### src/rtl/pipeline_ctrl_pkg.sv
// Shared encodings, widths and default parameter values for the pipeline
// stall/flush controller.
package pipeline_ctrl_pkg;

  typedef enum logic [1:0] {
    RUN        = 2'd0,
    LOAD_STALL = 2'd1,
    MULDIV     = 2'd2
  } ctrl_state_e;

  localparam int STALL_CNT_W       = 16;
  localparam int WAIT_CNT_W        = 8;
  localparam int MULDIV_CNT_W      = 4;
  localparam int MULDIV_CYCLES_DEF = 4;
  localparam int MAX_MEM_WAIT_DEF  = 15;

endpackage

### src/rtl/pipeline_stall_controller_if.sv
// Hazard requests into the controller and pipeline enables/flushes out of it.
interface pipeline_stall_controller_if;
  logic       load_use_hazard;
  logic       branch_taken;
  logic       mem_busy;
  logic       muldiv_start;
  logic       PC_write;
  logic       IF_ID_write;
  logic       IF_ID_flush;
  logic       ID_EXE_write;
  logic       ID_EXE_flush;
  logic       EXE_MEM_write;
  logic       EXE_MEM_flush;
  logic       mem_timeout;
  logic [1:0] ctrl_state;
  logic [15:0] stall_count;

  // Pipeline side: raises hazard requests, consumes the controls.
  modport master (
    output load_use_hazard, branch_taken, mem_busy, muldiv_start,
    input  PC_write, IF_ID_write, IF_ID_flush, ID_EXE_write, ID_EXE_flush,
           EXE_MEM_write, EXE_MEM_flush, mem_timeout, ctrl_state, stall_count
  );

  // Controller side.
  modport slave (
    input  load_use_hazard, branch_taken, mem_busy, muldiv_start,
    output PC_write, IF_ID_write, IF_ID_flush, ID_EXE_write, ID_EXE_flush,
           EXE_MEM_write, EXE_MEM_flush, mem_timeout, ctrl_state, stall_count
  );
endinterface

### src/rtl/pipeline_stall_controller_sat_counter.sv
// Saturating up-counter with synchronous clear; clear wins over increment.
module sat_counter #(
  parameter int W = 8
) (
  input  logic         clk,
  input  logic         reset,
  input  logic         inc,
  input  logic         clr,
  output logic [W-1:0] count_o
);

  logic [W-1:0] count_q, count_d;

  // Next count: clear, else increment unless already at all-ones.
  always_comb begin
    count_d = count_q;
    if (clr) begin
      count_d = '0;
    end else if (inc && (count_q != {W{1'b1}})) begin
      count_d = count_q + W'(1);
    end
  end

  // Count register.
  always_ff @(posedge clk) begin
    if (reset) count_q <= '0;
    else       count_q <= count_d;
  end

  assign count_o = count_q;

endmodule

### src/rtl/pipeline_stall_controller.sv
// Fixed-priority stall/freeze/flush sequencer for the 5-stage pipeline:
// mem_busy > mul/div > branch > load-use. Controls are combinational from
// state and inputs; state and debug counters are registered.
module pipeline_stall_controller
  import pipeline_ctrl_pkg::*;
#(
  parameter int MULDIV_CYCLES = MULDIV_CYCLES_DEF,
  parameter int MAX_MEM_WAIT  = MAX_MEM_WAIT_DEF
) (
  input  logic                        clk,
  input  logic                        reset,
  pipeline_stall_controller_if.slave  bus
);

  ctrl_state_e             state_q, state_d;
  logic [MULDIV_CNT_W-1:0] md_cnt_q, md_cnt_d;
  logic                    timeout_q, timeout_d;
  logic [WAIT_CNT_W-1:0]   wait_cnt;
  logic [STALL_CNT_W-1:0]  stall_cnt;

  // Arbitration: outputs and next state, defaults first.
  always_comb begin
    bus.PC_write      = 1'b1;
    bus.IF_ID_write   = 1'b1;
    bus.IF_ID_flush   = 1'b0;
    bus.ID_EXE_write  = 1'b1;
    bus.ID_EXE_flush  = 1'b0;
    bus.EXE_MEM_write = 1'b1;
    bus.EXE_MEM_flush = 1'b0;
    state_d           = state_q;
    md_cnt_d          = md_cnt_q;
    if (reset) begin
      state_d  = RUN;
      md_cnt_d = '0;
    end else if (bus.mem_busy) begin
      // Whole pipe freezes; state and mul/div count hold.
      bus.PC_write      = 1'b0;
      bus.IF_ID_write   = 1'b0;
      bus.ID_EXE_write  = 1'b0;
      bus.EXE_MEM_write = 1'b0;
    end else if (state_q == MULDIV) begin
      bus.PC_write      = 1'b0;
      bus.IF_ID_write   = 1'b0;
      bus.ID_EXE_write  = 1'b0;
      bus.EXE_MEM_flush = 1'b1;
      // Leave when the count reaches zero so the stall is MULDIV_CYCLES-1 long.
      md_cnt_d = md_cnt_q - MULDIV_CNT_W'(1);
      if (md_cnt_q <= MULDIV_CNT_W'(1)) state_d = RUN;
    end else if (bus.muldiv_start) begin
      bus.PC_write      = 1'b0;
      bus.IF_ID_write   = 1'b0;
      bus.ID_EXE_write  = 1'b0;
      bus.EXE_MEM_flush = 1'b1;
      md_cnt_d          = MULDIV_CNT_W'(MULDIV_CYCLES - 2);
      state_d           = (MULDIV_CYCLES == 2) ? RUN : MULDIV;
    end else if (bus.branch_taken) begin
      // Kills the two younger instructions, including any load-use victim.
      bus.IF_ID_flush  = 1'b1;
      bus.ID_EXE_flush = 1'b1;
      state_d          = RUN;
    end else if (bus.load_use_hazard && (state_q == RUN)) begin
      bus.PC_write     = 1'b0;
      bus.IF_ID_write  = 1'b0;
      bus.ID_EXE_flush = 1'b1;
      state_d          = LOAD_STALL;
    end else begin
      state_d = RUN;
    end
  end

  // Sticky timeout: set on the busy cycle that brings the wait count to the limit.
  always_comb begin
    timeout_d = timeout_q;
    if (bus.mem_busy && (wait_cnt >= WAIT_CNT_W'(MAX_MEM_WAIT - 1))) timeout_d = 1'b1;
  end

  // State, mul/div counter and timeout flag registers.
  always_ff @(posedge clk) begin
    if (reset) begin
      state_q   <= RUN;
      md_cnt_q  <= '0;
      timeout_q <= 1'b0;
    end else begin
      state_q   <= state_d;
      md_cnt_q  <= md_cnt_d;
      timeout_q <= timeout_d;
    end
  end

  sat_counter #(.W(WAIT_CNT_W)) u_wait_cnt (
    .clk     (clk),
    .reset   (reset),
    .inc     (bus.mem_busy),
    .clr     (!bus.mem_busy),
    .count_o (wait_cnt)
  );

  sat_counter #(.W(STALL_CNT_W)) u_stall_cnt (
    .clk     (clk),
    .reset   (reset),
    .inc     (!bus.PC_write),
    .clr     (1'b0),
    .count_o (stall_cnt)
  );

  assign bus.mem_timeout = timeout_q;
  assign bus.ctrl_state  = state_q;
  assign bus.stall_count = stall_cnt;

endmodule

### src/flat_wrapper.sv
// flat-port wrapper written by rule: the top's interface ports become plain ports
module pipeline_stall_controller_flat import pipeline_ctrl_pkg::*;
#(
  parameter int MULDIV_CYCLES = MULDIV_CYCLES_DEF,
  parameter int MAX_MEM_WAIT  = MAX_MEM_WAIT_DEF
)
  (clk, reset, bus_load_use_hazard, bus_branch_taken, bus_mem_busy, bus_muldiv_start, bus_PC_write, bus_IF_ID_write, bus_IF_ID_flush, bus_ID_EXE_write, bus_ID_EXE_flush, bus_EXE_MEM_write, bus_EXE_MEM_flush, bus_mem_timeout, bus_ctrl_state, bus_stall_count);
  pipeline_stall_controller_if bus_i ();
  input  logic clk;
  input  logic reset;
  input wire logic [$bits(bus_i.load_use_hazard)-1:0] bus_load_use_hazard;
  input wire logic [$bits(bus_i.branch_taken)-1:0] bus_branch_taken;
  input wire logic [$bits(bus_i.mem_busy)-1:0] bus_mem_busy;
  input wire logic [$bits(bus_i.muldiv_start)-1:0] bus_muldiv_start;
  output wire logic [$bits(bus_i.PC_write)-1:0] bus_PC_write;
  output wire logic [$bits(bus_i.IF_ID_write)-1:0] bus_IF_ID_write;
  output wire logic [$bits(bus_i.IF_ID_flush)-1:0] bus_IF_ID_flush;
  output wire logic [$bits(bus_i.ID_EXE_write)-1:0] bus_ID_EXE_write;
  output wire logic [$bits(bus_i.ID_EXE_flush)-1:0] bus_ID_EXE_flush;
  output wire logic [$bits(bus_i.EXE_MEM_write)-1:0] bus_EXE_MEM_write;
  output wire logic [$bits(bus_i.EXE_MEM_flush)-1:0] bus_EXE_MEM_flush;
  output wire logic [$bits(bus_i.mem_timeout)-1:0] bus_mem_timeout;
  output wire logic [$bits(bus_i.ctrl_state)-1:0] bus_ctrl_state;
  output wire logic [$bits(bus_i.stall_count)-1:0] bus_stall_count;
  assign bus_i.load_use_hazard = bus_load_use_hazard;
  assign bus_i.branch_taken = bus_branch_taken;
  assign bus_i.mem_busy = bus_mem_busy;
  assign bus_i.muldiv_start = bus_muldiv_start;
  assign bus_PC_write = bus_i.PC_write;
  assign bus_IF_ID_write = bus_i.IF_ID_write;
  assign bus_IF_ID_flush = bus_i.IF_ID_flush;
  assign bus_ID_EXE_write = bus_i.ID_EXE_write;
  assign bus_ID_EXE_flush = bus_i.ID_EXE_flush;
  assign bus_EXE_MEM_write = bus_i.EXE_MEM_write;
  assign bus_EXE_MEM_flush = bus_i.EXE_MEM_flush;
  assign bus_mem_timeout = bus_i.mem_timeout;
  assign bus_ctrl_state = bus_i.ctrl_state;
  assign bus_stall_count = bus_i.stall_count;
  pipeline_stall_controller #(.MULDIV_CYCLES(MULDIV_CYCLES), .MAX_MEM_WAIT(MAX_MEM_WAIT)) u_core (.clk(clk), .reset(reset), .bus(bus_i));
endmodule
### config.mk
export PLATFORM = sky130hd
export DESIGN_NAME = pipeline_stall_controller_flat
export DESIGN_NICKNAME = d
export VERILOG_FILES = /design/src/rtl/pipeline_ctrl_pkg.sv /design/src/rtl/pipeline_stall_controller_if.sv /design/src/rtl/pipeline_stall_controller_sat_counter.sv /design/src/rtl/pipeline_stall_controller.sv /design/src/flat_wrapper.sv
export SDC_FILE = /design/constraint.sdc
export NUM_CORES = 1
export LEC_CHECK = 0
export CAP_MARGIN = 5
export CORE_MARGIN = 3
export CORE_UTILIZATION = 47
export CTS_BUF_LIST = sky130_fd_sc_hd__clkbuf_16
export CTS_CLUSTER_DIAMETER = 150
export DETAILED_ROUTE_END_ITERATION = 8
export DONT_BUFFER_PORTS = 1
export GPL_TIMING_DRIVEN = 0
export PLACE_DENSITY = 0.67
export SETUP_SLACK_MARGIN = 0.4
export SLEW_MARGIN = 25
export SYNTH_ARGS = -nofsm -noshare
export SYNTH_HDL_FRONTEND = slang
export SYNTH_HIERARCHICAL = 1
export SYNTH_SLANG_ARGS = --single-unit
### constraint.sdc
create_clock -name clk -period 3.1 [get_ports clk]
set_input_delay 0.465 -clock clk [delete_from_list [all_inputs] [get_ports clk]]
set_output_delay 0.465 -clock clk [all_outputs]
set_load 0.05 [all_outputs]
==> results.sh, run 1 <==
export IMPL_antenna_found_initial=0
export IMPL_period_share_pct=82.57
export IMPL_clk_pin_slew_ns=0.05
export IMPL_globalplace_congestion=0.8194
export IMPL_netlist_instances=207
export IMPL_cap_violations=0
export IMPL_avgSynthCellArea_um2=8.843
export IMPL_synth_adder_area_share_pct=2.734
export IMPL_ir_worst_vdd_mv=0.2225
export IMPL_cts_tree="built"
export IMPL_r2r_cells=9
export IMPL_yosysWarnings=6
export IMPL_fin_tns_setup_ns=0
export IMPL_finalSetupViolCount=0
export IMPL_grt_overflow_total=0
export IMPL_post_drt_wl_per_cell_um=14.74
export IMPL_slowest_delay_ns=0.54
export IMPL_dp_cells=261
export IMPL_synth_mux_area_share_pct=6.015
export IMPL_final_layout_size_suffix_gt1_share_pct=15.53
export IMPL_crit_type="reg2out"
export IMPL_synthFlopType="dfxtp_1"
export IMPL_clkPwrFrac_pct=46.3
export IMPL_cp_arrival_ns=2.09
export IMPL_drc=0
export IMPL_area_growth_pct=13.53
export IMPL_drt_first_pass_iters=4
export IMPL_r2r_start="u_core/bus.ctrl_state[0]"
export IMPL_pwr_density_cell_nw_per_um2=457.3
export IMPL_multi_input_area_um2=1160
export IMPL_drt_iter0_drc=88
export IMPL_p_leak_uw=0.0007710
export IMPL_min_to="u_core/u_wait_cnt/count_o[5]"
export IMPL_hp_class="in2reg"
export IMPL_io_pins=32
export IMPL_cts_sinks=31
export IMPL_yosysTopAreaCell="dfxtp_1"
export IMPL_r2r_end="u_core/u_stall_cnt/count_o[14]"
export IMPL_rrSetupSlack_ns=0.69
export IMPL_die_w_um=68.41
export IMPL_drv_slew=0
export IMPL_combPwrFrac_pct=9.4
export IMPL_p_int_uw=721.2
export IMPL_regArea_um2=623.1
export IMPL_ys_types=60
export IMPL_post_synth_and_or_nand_nor_area_fraction_pct=29.19
export IMPL_worst_clock_skew_ns=0.002211
export IMPL_cts_made_buffers=5
export IMPL_worstSkewPairLatency_ns=0.27
export IMPL_cp_max_fo=8
export IMPL_clock_fmax_mhz=390.7
export IMPL_fin_crit_ns=2.560
export IMPL_antenna_cells=0
export IMPL_htree_levels=2
export IMPL_grt_pass1_vias=1352
export IMPL_io_buffers=0
export IMPL_num_vias=1572
export IMPL_worstPathCellList="nand2b_1 > buf_6 > nand3_1 > o21bai_4 > buf_4"
export IMPL_synthXorXnorAreaFrac_pct=0
export IMPL_ys_seq_elements=31
export IMPL_switching_power_uw=229.2
export IMPL_final_common_cell="dfxtp_1"
export IMPL_cp_start_kind="flip-flop"
export IMPL_final_nets=230
export IMPL_clockBufferDepth=2
export IMPL_crit_slowest_cell="dfxtp_2"
export IMPL_status="finished clean"
export IMPL_rsz0062_at_grt="false"
export IMPL_ys_async_sr_fraction_pct=0
export IMPL_syn_cell_area_um2=1831
export IMPL_synth_top_area_share_pct=33.90
export IMPL_min_delay_start="reset"
export IMPL_synth_top_family_by_area="simple AND/OR/NAND/NOR gates"
export IMPL_worst_pin_slew_ns=0.8819
export IMPL_p_seq_share_pct=44.3
export IMPL_netSwitchingFraction_pct=24.11
export IMPL_netlist_top_cells_area="dfxtp_1, mux2i_1, nand2_1"
export IMPL_crit_start="u_core/bus.ctrl_state[0]"
export IMPL_start_util_pct=49.26
export IMPL_max_slew_margin_pct=40.99
export IMPL_fp_dieH_um=68.41
export IMPL_final_cell_mix="dfxtp_1, nand2_1, a21oi_1"
export IMPL_dpl_hpwl_mm=2.787
export IMPL_totalWireLength_mm=3.935
export IMPL_cts_hold_buf=0
export IMPL_hold_violations=0
export IMPL_root_buffer="clkbuf_16"
export IMPL_dieArea_um2=4679
export IMPL_post_route_util_pct=55.93
export IMPL_grt_pass1_wl_mm=6.279
export IMPL_synth_edf_count=0
export IMPL_ys_seq_area_share_pct=33.90
export IMPL_core_um2=3716
export IMPL_synth_compound_area_share_pct=22.15
export IMPL_hold_depth=1
export IMPL_row_count=22
export IMPL_nFillCells=345
export IMPL_grt_usage_pct=17.80
export IMPL_ant_nets=0
export IMPL_grt_max_degree=22
export IMPL_crit_required_ns=2.63
export IMPL_fin_cells=267
export IMPL_vias_per_cell=5.888
export IMPL_worstSetupEndpointType="output port"
[layer usage]
metal / vias up / global-route usage [%] / wire, um
li1: 803 / - / -
met1: 728 / 23.63 / 1905
met2: 37 / 26.34 / 1796
met3: 4 / 5.583 / 198
met4: 0 / 7.444 / 36
met5: - / 0 / 0
[final cells by class]
| cell class | instances | share of cell area (%) |
|---|---|---|
| Multi-Input combinational cell | 164 | 55.81 |
| Clock buffer | 5 | 6.020 |
| Clock inverter | 1 | 0.1806 |
| Inverter | 8 | 1.445 |
| Tap cell | 48 | 2.890 |
| Sequential cell | 31 | 29.98 |
| Buffer | 10 | 3.672 |
[Yosys cell counts, drive strengths merged, types with 3 or more instances]
library cell / count
a21boi: 4
ha: 4
a31oi: 6
nor3: 7
mux2i: 11
a21oi: 13
and4: 3
or3: 10
inv: 8
nand2: 20
nand2b: 5
and2: 4
o21ai: 7
buf: 7
nor2: 7
or4: 3
nand4: 6
nand3: 9
and3: 9
dfxtp: 31
a211oi: 4
[cell families after synthesis]
kind of cell | after synthesis
AOI/OAI and AO/OA | 53
adders and majority gates | 4
buffers and inverters | 18
DFF | 31
muxes | 11
other | 1
and+or+nand+nor | 89
[flip-flops by register name, indices dropped and copies added (netlist names)]
register                    flops
u_core/u_wait_cnt/count_o       8
u_core/u_stall_cnt/count_o     16
u_core/bus.mem_timeout          1
u_core/bus.ctrl_state           2
u_core/md_cnt_q                 4
[metrics by stage]
step | hold WS (ns) | area (um^2) | setup slack (ns) | power [uW]
after floorplan | 0.4566 | 1867 | 0.6385 | 501.0
after global placement | 0.4776 | 1927 | 0.4787 | 512.2
after detailed placement | 0.4819 | 1927 | 0.4890 | 513.7
after CTS | 0.2571 | 2063 | 0.2848 | 963.4
after global routing | 0.2520 | 2078 | 0.4099 | 991.4
final | 0.2690 | 2078 | 0.5402 | 950.4
[worst max-delay path, delay by kind of cell (launching register included)]
family / cells / cell delay (ns)
AOI/OAI and AO/OA: 1 / 0.43
buffers and inverters: 2 / 0.40
DFF: 1 / 0.54
and+or+nand+nor: 2 / 0.45
[power groups by stage]
stage	Combinational (uW)	Clock (uW)	Sequential (uW)
2_1_floorplan	74.5	0	426
3_3_place_gp	84.1	0	428
3_5_place_dp	85.4	0	428
4_1_cts	87.3	456	420
5_1_grt	96.9	473	421
6_report	89.3	440	421
[worst max-delay path by stage]
stage / end / slack [ns] / cells after the start
2_1_floorplan: bus_PC_write / 0.64 / 5
3_3_place_gp: bus_PC_write / 0.48 / 5
3_5_place_dp: bus_PC_write / 0.49 / 5
4_1_cts: bus_ID_EXE_flush / 0.28 / 4
5_1_grt: bus_PC_write / 0.41 / 5
6_report: bus_PC_write / 0.54 / 5
[timing repair]
item                       CTS  global route
setup buffers                0             0
pin swaps                    0             1
resized for setup            1             4
setup endpoints to repair    3             7
(Power assumes the default switching activity.)
==> run 2, diff against run 1 <==
==> constraint.sdc (replaced) <==
create_clock -name clk -period 2.6 [get_ports clk]
set_input_delay 0.39 -clock clk [delete_from_list [all_inputs] [get_ports clk]]
set_output_delay 0.39 -clock clk [all_outputs]
set_load 0.05 [all_outputs]
==> run 2 against run 1 <==
Clock power is 21% higher. Hold slack got worse by 0.071 ns. Die area did not move.
==> results.sh, run 2 (synthesis results as in run 1) <==
export IMPL_cp_num_cells=5
export IMPL_cts_tree="built"
export IMPL_ant_nets=0
export IMPL_cts_made_buffers=5
export IMPL_dieArea_um2=4679
export IMPL_root_buffer="clkbuf_16"
export IMPL_worstSetupEndpointType="output port"
export IMPL_totalPowerFinal_uw=1148
export IMPL_grt_usage_pct=19.32
export IMPL_crit_path_frequent_cell="buf_6"
export IMPL_worst_pin_slew_ns=0.6951
export IMPL_dp_cells=261
export IMPL_final_layout_size_suffix_gt1_share_pct=18.55
export IMPL_finalSetupViolCount=0
export IMPL_clk_pin_slew_ns=0.05
export IMPL_r2r_start="u_core/bus.ctrl_state[0]"
export IMPL_start_util_pct=49.26
export IMPL_post_drt_wl_per_cell_um=15.33
export IMPL_num_vias=1632
export IMPL_worstPathCellList="nand2b_1 > buf_6 > nand3_4 > o21bai_4 > buf_6"
export IMPL_final_cell_mix="dfxtp_1, nand2_1, a21oi_1"
export IMPL_drv_slew=0
export IMPL_postCtsSetupBuffers=0
export IMPL_max_slew_margin_pct=53.60
export IMPL_status="finished clean"
export IMPL_antenna_cells=0
export IMPL_p_leak_uw=0.0007834
export IMPL_grt_overflow_total=0
export IMPL_finalInstanceArea_um2=2141
export IMPL_cp_start_kind="flip-flop"
export IMPL_rsz0062_at_grt="true"
export IMPL_place_ws_ns=0.2228
export IMPL_cap_violations=0
export IMPL_fin_tns_setup_ns=0
export IMPL_fin_crit_ns=2.180
export IMPL_regArea_um2=628.1
export IMPL_final_common_cell="dfxtp_1"
export IMPL_place_area_um2=1937
export IMPL_core_um2=3716
export IMPL_crit_required_ns=2.21
export IMPL_pwr_density_cell_nw_per_um2=536.1
export IMPL_htree_levels=2
export IMPL_slowest_delay_ns=0.46
export IMPL_antenna_found_initial=0
export IMPL_vias_per_cell=6.067
export IMPL_fp_dieH_um=68.41
export IMPL_worstSkewPairLatency_ns=0.27
export IMPL_clockBufferDepth=2
export IMPL_drc=0
export IMPL_cp_max_fo=8
export IMPL_ir_worst_vdd_mv=0.4009
export IMPL_r2r_end="u_core/u_stall_cnt/count_o[12]"
export IMPL_drt_iter0_drc=176
export IMPL_largest_reg_flops=16
export IMPL_crit_slowest_cell="dfxtp_4"
export IMPL_cts_sinks=31
export IMPL_r2r_cells=9
export IMPL_crit_start="u_core/bus.ctrl_state[0]"
export IMPL_hp_class="in2reg"
export IMPL_crit_type="reg2out"
export IMPL_rrSetupSlack_ns=0.46
export IMPL_fin_cells=269
export IMPL_io_buffers=0
export IMPL_grt_max_degree=22
export IMPL_cp_arrival_ns=1.79
export IMPL_area_growth_pct=16.95
export IMPL_drt_first_pass_iters=4
export IMPL_critPathTopFamily="flip-flops"
export IMPL_hold_violations=0
export IMPL_endpoint="bus_PC_write"
export IMPL_dpl_hpwl_mm=2.962
export IMPL_row_count=22
export IMPL_period_share_pct=83.86
export IMPL_clock_fmax_mhz=458.6
export IMPL_crit_buf_inv=2
export IMPL_final_nets=230
export IMPL_nFillCells=351
export IMPL_io_pins=32
export IMPL_grt_pass1_wl_mm=6.879
export IMPL_fin_ws_ns=0.4196
export IMPL_worst_clock_skew_ns=0.005599
export IMPL_multi_input_area_um2=1206
export IMPL_totalWireLength_mm=4.123
export IMPL_grt_pass1_vias=1557
export IMPL_globalplace_congestion=0.8491
export IMPL_die_w_um=68.41
-- run 2: changes by cell type in the layout (fill, tap and decap cells not counted), sizes merged --
cell,delta
clkinv,+2
-- run 2: report_power, final --
part           switching (uW)  leakage (uW)  total (uW)  internal, uW
logic                    74.1      0.000461         114          39.9
registers                17.4      0.000252         500           483
clock network             190     0.0000701         533           343
total                     282      0.000783        1150           866
-- run 2: repair_timing --
| item | 4_1_cts | 5_1_grt |
|---|---|---|
| hold buffers | 0 | 0 |
| resized for setup | 10 | 4 |
| endpoints found under the setup margin | 14 | 8 |
| pin swaps | 1 | 0 |
-- run 2: worst min-delay path by stage --
stage / startpoint / to / slack, ns / cells past startpoint
3_3_place_gp: reset / u_core/u_wait_cnt/count_o[5] / 0.47 / 1
2_1_floorplan: u_core/u_wait_cnt/count_o[0] / u_core/u_wait_cnt/count_o[0] / 0.46 / 2
3_5_place_dp: reset / u_core/u_wait_cnt/count_o[5] / 0.47 / 1
5_1_grt: reset / u_core/u_wait_cnt/count_o[5] / 0.19 / 1
4_1_cts: reset / u_core/u_wait_cnt/count_o[2] / 0.19 / 1
6_report: reset / u_core/u_wait_cnt/count_o[2] / 0.20 / 1
-- run 2: final cells by class --
class / instances / share of cell area [%]
sequential: 31 / 29.34
tap: 48 / 2.805
inverter: 8 / 1.403
buffer: 10 / 3.741
clock buffer: 5 / 5.845
clock inverter: 3 / 0.5260
multi-input combinational: 164 / 56.34
-- run 2: per-layer routing --
metal / global-route usage (%) / part of all wire (%) / up-vias
met4: 7.692 / 1.2 / 0
met2: 30.87 / 51 / 31
met3: 5.090 / 4.3 / 6
li1: - / - / 802
met1: 24.50 / 43 / 793
met5: 0 / 0 / -
-- run 2: through the flow --
| step | hold slack (ns) | util [%] |
|---|---|---|
| 6_report | 0.1976 | 57.61 |
| 5_1_grt | 0.1875 | 57.61 |
| 4_1_cts | 0.1856 | 57.04 |
| 3_5_place_dp | 0.4715 | 52.12 |
| 3_3_place_gp | 0.4702 | 52.12 |
| 2_1_floorplan | 0.4566 | - |
==> run 3, diff against run 2 <==
==> constraint.sdc (replaced) <==
create_clock -name clk -period 2.2 [get_ports clk]
set_input_delay 0.33 -clock clk [delete_from_list [all_inputs] [get_ports clk]]
set_output_delay 0.33 -clock clk [all_outputs]
set_load 0.05 [all_outputs]
==> run 3 against run 2 <==
Power up 21%. Critical path depth unchanged. Final cell count up 2.6%. First-iteration DRC count down 27%. Via count up 1.9%. Combinational power up 39%. Count of clock-buffer cells in the layout unchanged. Die area unchanged. Core utilization up 6.0 points. Sequential share of layout area down 2.1 points. Clock skew down 0.00071 ns.
==> results.sh, run 3 (synthesis results as in run 1) <==
export IMPL_status="finished clean"
export IMPL_antenna_found_initial=0
export IMPL_area_growth_pct=29.12
export IMPL_fin_crit_ns=2.075
export IMPL_final_layout_size_suffix_gt1_share_pct=33.33
export IMPL_crit_start="u_core/bus.ctrl_state[0]"
export IMPL_final_cell_mix="nand2_1, dfxtp_1, dfxtp_2"
export IMPL_drt_first_pass_iters=4
export IMPL_r2r_start="u_core/bus.ctrl_state[0]"
export IMPL_largest_reg_flops=16
export IMPL_worstPathCellList="nand2b_4 > buf_6 > nand3_4 > o21bai_4 > buf_8"
export IMPL_worstSetupEndpointType="output port"
export IMPL_totalWireLength_mm=4.378
export IMPL_cp_start_kind="flip-flop"
export IMPL_worstSkewPairLatency_ns=0.28
export IMPL_cts_sinks=31
export IMPL_r2r_end="u_core/u_stall_cnt/count_o[14]"
export IMPL_r2r_cells=9
export IMPL_cp_num_cells=5
export IMPL_antenna_cells=0
export IMPL_clock_fmax_mhz=482.0
export IMPL_finalSetupViolCount=0
export IMPL_num_vias=1663
export IMPL_p_leak_uw=0.0008434
export IMPL_fp_dieH_um=68.41
export IMPL_dieArea_um2=4679
export IMPL_slowest_delay_ns=0.47
export IMPL_post_route_util_pct=63.60
export IMPL_cap_violations=0
export IMPL_worst_pin_slew_ns=0.7141
export IMPL_fin_tns_setup_ns=0
export IMPL_rrSetupSlack_ns=0.14
export IMPL_post_drt_wl_per_cell_um=15.86
export IMPL_hp_class="in2reg"
export IMPL_grt_use_met3_pct=5.911
export IMPL_drv_slew=0
export IMPL_pwr_density_cell_nw_per_um2=586.9
export IMPL_cts_hold_buf=0
export IMPL_final_common_cell="nand2_1"
export IMPL_grt_usage_pct=20.52
export IMPL_cts_tree="built"
export IMPL_start_util_pct=49.26
export IMPL_vias_per_cell=6.025
export IMPL_clockBufferDepth=2
export IMPL_clk_pin_slew_ns=0.05
export IMPL_die_w_um=68.41
export IMPL_io_pins=32
export IMPL_hold_violations=0
export IMPL_row_count=22
export IMPL_final_nets=238
export IMPL_worst_clock_skew_ns=0.004885
export IMPL_cts_made_buffers=5
export IMPL_core_um2=3716
export IMPL_drt_iter0_drc=128
export IMPL_cp_arrival_ns=1.74
export IMPL_cp_max_fo=6
export IMPL_busiest_layer="met2"
export IMPL_critPathTopFamily="flip-flops"
export IMPL_crit_type="reg2out"
export IMPL_crit_slowest_cell="dfxtp_4"
export IMPL_root_buffer="clkbuf_16"
export IMPL_crit_required_ns=1.87
export IMPL_dpl_hpwl_mm=3.003
export IMPL_grt_pass1_wl_mm=7.265
export IMPL_grt_overflow_total=0
export IMPL_crit_buf_inv=2
export IMPL_htree_levels=2
export IMPL_period_share_pct=94.30
export IMPL_met1_usage_pct=23.51
export IMPL_grt_max_degree=22
export IMPL_grt_use_met2_pct=34.80
export IMPL_ir_worst_vdd_mv=0.4919
export IMPL_globalplace_congestion=0.7796
export IMPL_rsz0062_at_grt="true"
export IMPL_io_buffers=0
export IMPL_drc=0
export IMPL_ant_nets=0
export IMPL_grt_pass1_vias=1627
export IMPL_max_slew_margin_pct=52.40
export IMPL_endpoint="bus_PC_write"
run 3: what timing repair did:
| item | 4_1_cts | 5_1_grt |
|---|---|---|
| gates cloned | 0 | 0 |
| setup endpoints to repair | 20 | 22 |
| setup buffers | 7 | 1 |
| pin swaps | 13 | 8 |
| resized for setup | 13 | 24 |
run 3: routing by layer:
layer	vias to the layer above	share of wire (%)
met1	809	44
met3	7	5.3
met4	0	1.7
met5	-	0
li1	811	-
met2	36	49
run 3: worst register-to-register path, stage by stage (launching register included):
cell and delay, ns:
dfxtp_4 0.47, nand2b_4 0.17, buf_6 0.10, nand3_4 0.14, o21ba_4 0.25, and4_4 0.22, and3_4 0.18, buf_6 0.13
a41o_1 0.22, a21oi_1 0.10
run 3: area by class of cell:
type / count / area [um^2]
Buffer: 10 / 87.58
Clock buffer: 5 / 125.1
Clock inverter: 2 / 7.507
Fill cell: 318 / 1353
Inverter: 8 / 30.03
Multi-Input combinational cell: 164 / 1345
Sequential cell: 31 / 644.4
Tap cell: 48 / 60.06
Timing Repair Buffer: 8 / 63.81
run 3: worst min path at each step:
stage	slack, ns	startpoint	to	depth (start not counted)
finish	0.13	reset	u_core/u_wait_cnt/count_o[5]	1
global route	0.12	reset	u_core/u_wait_cnt/count_o[5]	1
CTS	0.12	reset	u_core/u_wait_cnt/count_o[5]	1
detailed placement	0.41	reset	u_core/u_wait_cnt/count_o[5]	1
global placement	0.41	reset	u_core/u_wait_cnt/count_o[5]	1
floorplan	0.41	reset	u_core/u_wait_cnt/count_o[5]	1
run 3: where the power goes:
group | internal [uW] | total [uW] | switching (uW) | leakage (uW)
Clock | 403 | 634 | 231 | 0.0000723
Combinational | 66.6 | 159 | 92.5 | 0.000512
Sequential | 571 | 594 | 22.6 | 0.000259
run 3: metrics by stage:
stage	cells	hold slack [ns]	instance area, um^2	setup slack (ns)	power, uW
global route	276	0.1171	2364	0.06296	1449
global placement	261	0.4091	2018	0.1879	732.8
finish	276	0.1277	2364	0.1254	1387
CTS	275	0.1184	2273	0.1053	1402
detailed placement	261	0.4131	2018	0.1701	736.9
floorplan	213	0.4053	1958	0.2863	718.1
==> edit, RTL diff (flow settings as in run 2) <==
Change the package constant `WAIT_CNT_W` from 8 to 12.
--- a/src/rtl/pipeline_ctrl_pkg.sv
+++ b/src/rtl/pipeline_ctrl_pkg.sv
@@ -9,7 +9,7 @@
   } ctrl_state_e;
 
   localparam int STALL_CNT_W       = 16;
-  localparam int WAIT_CNT_W        = 8;
+  localparam int WAIT_CNT_W        = 12;
   localparam int MULDIV_CNT_W      = 4;
   localparam int MULDIV_CYCLES_DEF = 4;
   localparam int MAX_MEM_WAIT_DEF  = 15;
Formal check against the unedited RTL: no difference found for any inputs over 10 cycles, from zero or initial values and one cycle with reset high; that may be too few to reach the edited logic, so the function may still have changed.
==> edit against run 2 <==
  * Worst setup slack gained 0.0050 ns
  * Power grew 8.4%
  * Area after synthesis grew 11%
  * Sequential cell count grew 4
  * Sequential power grew 12%
  * Critical path type unchanged
  * Routed wire length grew 9.7%
  * Count of clock-buffer cells in the layout is the same
  * Cell area grew 11%
  * First-iteration DRC count shrank 38%
==> edit: results (changes against run 2) <==
[place]
port_buffers = 0  ; unchanged
gp_congestion = 0.850  ; +0.11%
dp_slack_ns = 0.201  ; -0.0221 ns
dp.cells = 290  ; +11%
place_hpwl_um = 3190  ; +7.8%
place_area_um2 = 2140  ; +11%

[worst_setup_path]
worstPathMaxFanout = 6  ; -2
cpMaxStageDelayCell = dfxtp_4

[timing]
skew_ns = 0.00357  ; -0.00203 ns
slew_headroom = 0.521  ; -0.0154

[cells_and_area]
finalNonFillerCells = 302  ; +12%
num_antenna_cells = 0  ; unchanged
layout.nets = 261  ; +13%
layout-drive-gt1-share = 0.206  ; +0.0208

[drt]
dr.first_iter.drc_count = 109  ; -38%
route.met3.wl_um = 236  ; +32%
viasPerCell = 5.93  ; -2.3%
wl_met1_um = 2280  ; +27%
wl_met2_um = 1980  ; -5.8%
wl_per_cell_um = 15.0  ; -2.3%
drtPass1Iterations = 4  ; unchanged

[clocking]
cts-root-buf = clkbuf_16
cts_buffers = 5  ; unchanged
cts-htree-levels = 2  ; unchanged

[global_route]
grt_use_total = 0.187  ; -0.00590
grt_max_degree = 18  ; -18%
grt_pass1_vias = 1574  ; +1.1%
grt_pass1_wl_um = 7770  ; +13%

[synthesis]
avgSynthCellArea_um2 = 8.69  ; -1.7%
yosysSeqAreaShare = 0.345  ; +0.00559
ys_top_cells_by_count = dfxtp_1, nand2_1, a21oi_1, nand3_1, nor2_1
synth_area_leaders = dfxtp_1, nand2_1, mux2i_1
ys_warn_count = 6  ; unchanged
synthDistinctLibCells = 64  ; +6.7%
async_flop_share = 0  ; unchanged

[run_status]
outcome = complete, no violations

[power]
ir_drop_uv = 325  ; -19%
p_leak_nw = 0.860  ; +9.8%

## edit: changes by cell type in the layout (fill, tap and decap cells not counted), moves of 2 or more
cell,run 2,this run
buf_4,2,5
o21ai_0,5,10
nor2_1,5,12
nor4_1,1,3
mux2i_1,11,7
and3_1,6,4
dfxtp_1,29,33
clkinv_1,2,0
nand3_1,7,11
a21boi_1,2,0
inv_1,9,11
a31oi_1,6,9
nor3_1,4,6
## edit: per-layer routing
layer  track usage  vias to the layer above
li1              -                      916
met1         0.266                      832
met2         0.271                       40
met3        0.0575                        2
met4        0.0564                        0
met5             0                        -
## edit: worst max-delay path, delay by kind of cell, from the launching register on
kind                   cells  cell delay (ns)
and+or+nand+nor            2             0.30
DFF                        1             0.46
buffers and inverters      2             0.33
AOI/OAI and AO/OA          1             0.42
## edit: cell families (layout without fill, tap and decap cells)
family	Yosys count	count (layout)	synth area share
xor+xnor	2	2	0.00862
fa+ha+maj	4	4	0.0246
compound gates	62	62	0.229
buf+inv	19	31	0.0529
mux	7	7	0.0345
other cells	1	7	0.00184
simple gates	104	104	0.304
flops	35	35	0.345
## edit: where the power goes
part | leakage (nW) | switching, W | internal, W
combinational | 0.500 | 0.0000747 | 0.0000470
sequential | 0.284 | 0.0000185 | 0.000544
clock | 0.0762 | 0.000215 | 0.000346
## edit: area by class of cell
| cell class | instances | area (um^2) |
|---|---|---|
| multi-input combinational | 186 | 1330 |
| fill | 388 | 1700 |
| inverter | 9 | 33.8 |
| timing repair buffer | 4 | 30.0 |
| clock inverter | 3 | 12.5 |
| buffer | 10 | 81.3 |
| clock buffer | 5 | 125 |
| tap | 50 | 62.6 |
| sequential | 35 | 708 |
## edit: what timing repair did
action                                  in CTS  in global routing
pin swaps                                    1                  1
gates resized for setup                      9                  6
endpoints found under the hold margin        0                  0
hold buffers                                 0                  0
endpoints found under the setup margin      15                  8
setup buffers                                0                  4
## edit: worst paths after layout
path                                                   start                        endpoint  slack [ns]  depth (start not counted)
worst max-delay path                u_core/bus.ctrl_state[0]                    bus_PC_write        0.42                          5
worst min register to register  u_core/u_wait_cnt/count_o[6]    u_core/u_wait_cnt/count_o[6]        0.52                          1
worst min-delay path                                   reset              u_core/md_cnt_q[2]        0.23                          1
worst max register to register      u_core/bus.ctrl_state[1]  u_core/u_stall_cnt/count_o[12]        0.49                          8
